## src/rtl/dbuf_pingpong_ctrl.sv

```systemverilog
// Fill/drain controller for a two-bank ping-pong buffer: one bank is written from the
// input stream while the other is read out through a 2-entry skid FIFO.
module dbuf_pingpong_ctrl #(
  parameter int AWIDTH      = 12,
  parameter int NUM_WORDS   = 4096,
  parameter int DWIDTH      = 40,
  parameter int FRAME_WORDS = 4096
) (
  input  logic              clk,
  input  logic              reset,
  input  logic              in_valid,
  output logic              in_ready,
  input  logic [DWIDTH-1:0] in_data,
  output logic              wr_bank,
  output logic              wr_en,
  output logic [AWIDTH-1:0] wr_addr,
  output logic [DWIDTH-1:0] wr_data,
  output logic              rd_bank,
  output logic              rd_en,
  output logic [AWIDTH-1:0] rd_addr,
  input  logic [DWIDTH-1:0] rd_data,
  output logic              out_valid,
  input  logic              out_ready,
  output logic [DWIDTH-1:0] out_data,
  output logic [1:0]        bank_full
);

  localparam int FW = (FRAME_WORDS > NUM_WORDS) ? NUM_WORDS : FRAME_WORDS;
  localparam logic [AWIDTH-1:0] LAST_ADDR = AWIDTH'(FW - 1);
  localparam logic [AWIDTH:0]   FRAME_LEN = (AWIDTH+1)'(FW);

  logic              fb_q, fb_d, db_q, db_d;
  logic [AWIDTH-1:0] wa_q, wa_d, cnt_q, cnt_d;
  logic [AWIDTH:0]   ra_q, ra_d;
  logic [1:0]        full_q, full_d;
  logic [1:0]        occ_q, occ_d;
  logic              wp_q, wp_d, rp_q, rp_d;
  logic              infl_q, infl_d;
  logic [DWIDTH-1:0] skid_mem [2];
  logic              pop, push, fill_done, last_pop;
  logic [2:0]        credit;

  always_comb begin
    in_ready  = ~full_q[fb_q];
    wr_en     = in_valid & ~full_q[fb_q] & ~reset;
    wr_bank   = fb_q;
    wr_addr   = wa_q;
    wr_data   = in_data;
    out_valid = (occ_q != 2'd0);
    out_data  = out_valid ? skid_mem[rp_q] : '0;
    bank_full = full_q;
    pop       = out_valid & out_ready;
    push      = infl_q;
    // Slots already committed (held + in flight) minus the one leaving this cycle.
    credit    = 3'(occ_q) + 3'(infl_q) - 3'(pop);
    rd_en     = full_q[db_q] & (ra_q < FRAME_LEN) & (credit < 3'd2);
    rd_bank   = db_q;
    rd_addr   = ra_q[AWIDTH-1:0];
    fill_done = wr_en & (wa_q == LAST_ADDR);
    last_pop  = pop & (cnt_q == LAST_ADDR);

    fb_d   = fb_q;
    wa_d   = wa_q;
    db_d   = db_q;
    ra_d   = rd_en ? ra_q + (AWIDTH+1)'(1) : ra_q;
    cnt_d  = pop ? cnt_q + AWIDTH'(1) : cnt_q;
    full_d = full_q;
    if (wr_en) begin
      wa_d = fill_done ? '0 : wa_q + AWIDTH'(1);
      fb_d = fill_done ? ~fb_q : fb_q;
    end
    // Set and clear always hit different banks, so applying both is safe.
    if (last_pop) begin
      full_d[db_q] = 1'b0;
      db_d         = ~db_q;
      ra_d         = '0;
      cnt_d        = '0;
    end
    if (fill_done) full_d[fb_q] = 1'b1;
    infl_d = rd_en;
    occ_d  = occ_q + 2'(push) - 2'(pop);
    wp_d   = wp_q ^ push;
    rp_d   = rp_q ^ pop;
  end

  // Control state
  always_ff @(posedge clk) begin
    if (reset) begin
      fb_q   <= 1'b0;
      db_q   <= 1'b0;
      wa_q   <= '0;
      ra_q   <= '0;
      cnt_q  <= '0;
      full_q <= 2'b00;
      occ_q  <= 2'd0;
      wp_q   <= 1'b0;
      rp_q   <= 1'b0;
      infl_q <= 1'b0;
    end else begin
      fb_q   <= fb_d;
      db_q   <= db_d;
      wa_q   <= wa_d;
      ra_q   <= ra_d;
      cnt_q  <= cnt_d;
      full_q <= full_d;
      occ_q  <= occ_d;
      wp_q   <= wp_d;
      rp_q   <= rp_d;
      infl_q <= infl_d;
    end
  end

  // Skid FIFO payload; validity is carried by occ_q alone
  always_ff @(posedge clk) begin
    if (push) skid_mem[wp_q] <= rd_data;
  end

endmodule

```

## config.mk

```make
export PLATFORM = sky130hd
export DESIGN_NAME = dbuf_pingpong_ctrl
export DESIGN_NICKNAME = d
export VERILOG_FILES = /design/src/rtl/dbuf_pingpong_ctrl.sv
export SDC_FILE = /design/constraint.sdc
export NUM_CORES = 1
export LEC_CHECK = 0
export CAP_MARGIN = 20
export CORE_ASPECT_RATIO = 1.1
export CORE_UTILIZATION = 45
export DETAILED_ROUTE_END_ITERATION = 8
export GPL_TIMING_DRIVEN = 1
export MAX_ROUTING_LAYER = met4
export PLACE_DENSITY = 0.88
export SYNTH_ARGS = -nofsm -noshare
export SYNTH_HDL_FRONTEND = slang
export SYNTH_SLANG_ARGS = --single-unit
```

## constraint.sdc

```tcl
create_clock -name clk -period 3.65 [get_ports clk]
set_input_delay 0.73 -clock clk [delete_from_list [all_inputs] [get_ports clk]]
set_output_delay 0.73 -clock clk [all_outputs]
set_load 0.02 [all_outputs]
```

==> flow_summary.toml <==
[global_route]
grt_use_total = 0.182
grt_max_degree = 42
grt-ovfl-total = 0
grt_first_pass_wirelength_mm = 17.6
antenna_found_initial = 0
grt_pass1_vias = 3796

[critical_path]
cp_common_cell = "inv_1"
regToRegSetupSlack_ps = 900
crit_family = "adder cells"
endpoint_kind = "output port"
cp.arrival_ps = 2750
path_max_fanout = 2
slowest_delay_ps = 440
critPathRequiredTime_ps = 2920
critPathLaunchType = "input pin"
path_cells = "clkdlybuf4s50_1 -> o21ai_1 -> inv_1 -> ha_1 -> inv_1 -> ha_1 -> fa_1 -> xor2_4 -> nand3_1 -> inv_1 -> buf_2"
crit_buf_inv = 5
slowest_stage = "fa_1"
crit_type = "in -> out"

[power_and_ir_drop]
power.internal_w = 0.00319
p_comb_frac = 0.302
power_density_nw_per_um2 = 640
p_sw_w = 0.00141
seqPwrFrac = 0.340
p_leak_nw = 2.39
swShare = 0.306
peakVddDrop_v = 0.000377
clock_power_share = 0.357

[logic_synthesis]
ys.flop_type = "edfxtp_1"
yosysSeqAreaShare = 0.590
synth_async_sr_flop_share = 0
avgSynthCellArea_um2 = 12.1
synth_edf_count = 80
synth_cells = 467
synth_nets = 559
syn-cell-area_um2 = 5630
ys_seq_elements = 126
ys_types = 47
yosysWarnings = 0

[timing]
hold_slack_ps = 481
max-slew-margin-rel = 0.336
period_needed_ps = 3480
timing.fmax_mhz = 287
setup_viol = 0
rsz0062_at_grt = "false"
drv_slew = 0
hold_violations = 0
skew_ps = 9.55
worst_slew_pin_slew_ps = 996
fin_crit_sh = 0.954
tns_ps = 0

[placement]
io_buffer_count = 115
placed_area_um2 = 6590
dp.cells = 679
hpwlAfterDp_mm = 7.60
gp_congestion = 0.841

[clock_network]
clock_path_buffers = 2
path_clk_slew_ps = 60
cts_sinks = 126
cts_buffers = 17
clock_latency_ps = 400
cts_tree = "built"
post_cts_buffers = 0
cts_root_buffer = "clkbuf_16"
htreeDepth = 4

[layout]
nets = 636
areaGrowthSynthToFinish_pct = 27.5
drive_gt1_frac = 0.110
antenna_cells = 0
layoutNonFillerInstCount = 711
fin_area_um2 = 7180

[route]
dr.pass1.iters = 4
drtIter0Drc = 129
routed_wirelength_mm = 11.1
drc_errors = 0
vias = 3693
wl_per_cell_um = 15.6
routed_via_density = 5.19
detail-route-antenna-nets = 0

[floorplanning]
start_util = 0.466
io_pins = 196
core_area_um2 = 12100
die_area_um2 = 13000
core.rowCount = 42
chipHeight_um = 119
dieWidth_um = 109

[hold_path]
holdCritPathClass = "reg -> reg"

[outcome]
outcome = "finished clean"

[job]
drv_cap = 0
## stage by stage
step           setup slack [ps]   util  total power (W)
3_5_place_dp               -286  0.545          0.00299
6_report                    166  0.594          0.00460
5_1_grt                    65.1  0.594          0.00479
2_1_floorplan               253      -          0.00245
3_3_place_gp               -280  0.545          0.00296
4_1_cts                    36.4  0.594          0.00464
## per-layer routing
metal  GRT usage  wire (µm)
met1       0.197       4500
met4      0.0701        155
met3      0.0487        699
met2       0.316       5720
met5           -          0
## power by group through the flow
| stage | combinational, W | clock, W | sequential [W] |
|---|---|---|---|
| 3_3_place_gp | 0.00137 | 0 | 0.00159 |
| 4_1_cts | 0.00140 | 0.00167 | 0.00157 |
| 2_1_floorplan | 0.000862 | 0 | 0.00159 |
| 3_5_place_dp | 0.00140 | 0 | 0.00160 |
| 5_1_grt | 0.00148 | 0.00173 | 0.00157 |
| 6_report | 0.00139 | 0.00164 | 0.00157 |
## cell usage after synthesis (all sizes together) (8+ instances only)
library cell | instances | area share
xor2 | 13 | 0.024
nand4 | 12 | 0.017
o21ai | 8 | 0.0071
nor2 | 69 | 0.046
dfxtp | 46 | 0.16
nand2 | 15 | 0.011
mux2i | 43 | 0.076
a21oi | 12 | 0.011
edfxtp | 80 | 0.43
buf | 61 | 0.079
nand3 | 14 | 0.012
xnor2 | 10 | 0.016
inv | 16 | 0.012
## area by class of cell
class	instances	area, µm²
fillers	985	4910
multi-input cells	258	1790
clock inverters	14	160
clock buffers	18	429
repair buffers	125	1220
flip-flops and latches	126	3320
inverters	16	65.1
well taps	154	193
## kinds of logic after synthesis
group / Yosys count / synth area share
AND/OR/NAND/NOR: 150 / 0.136
flip-flops: 126 / 0.590
buffers and inverters: 83 / 0.0949
multiplexers: 45 / 0.0811
AO/OA/AOI/OAI: 32 / 0.0389
XOR/XNOR: 23 / 0.0391
adder cells (fa/ha/maj): 8 / 0.0191
## registers in the layout, indices dropped and copies added, names as in the netlist
name       cells
wr_bank        1
occ_q          2
wp_q           1
bank_full      2
rp_q           1
ra_q          13
infl_q         1
wr_addr       12
rd_bank        1
skid_mem      80
cnt_q         12
## cells in the final DEF, fill, tap and decap left out, types with 11 or more instances in the layout
cell	count
mux2i_1	43
dfxtp_1	45
inv_1	15
xor2_1	12
nor2_1	67
clkbuf_16	17
nand3_1	14
clkdlybuf4s50_1	114
a21oi_1	11
edfxtp_1	80
nand2_1	14
## timing repair
action                     in CTS  in global routing
gates resized for setup         3                  2
setup endpoints to repair       1                  1
hold buffers                    0                  0
## path summary, 6_finish.rpt
check / startpoint / to / cells after the start
setup / recovery: out_ready / rd_en / 11
hold / removal: ra_q[12] / ra_q[12] / 2
setup reg to reg: occ_q[0] / ra_q[9] / 11
hold reg to reg: ra_q[12] / ra_q[12] / 2
## worst min-delay path, stage by stage (launching register included)
cell	delay, ps
dfxtp_1	330
inv_1	50
a21oi_1	50
Note: power is estimated with default switching activity, not from simulation.
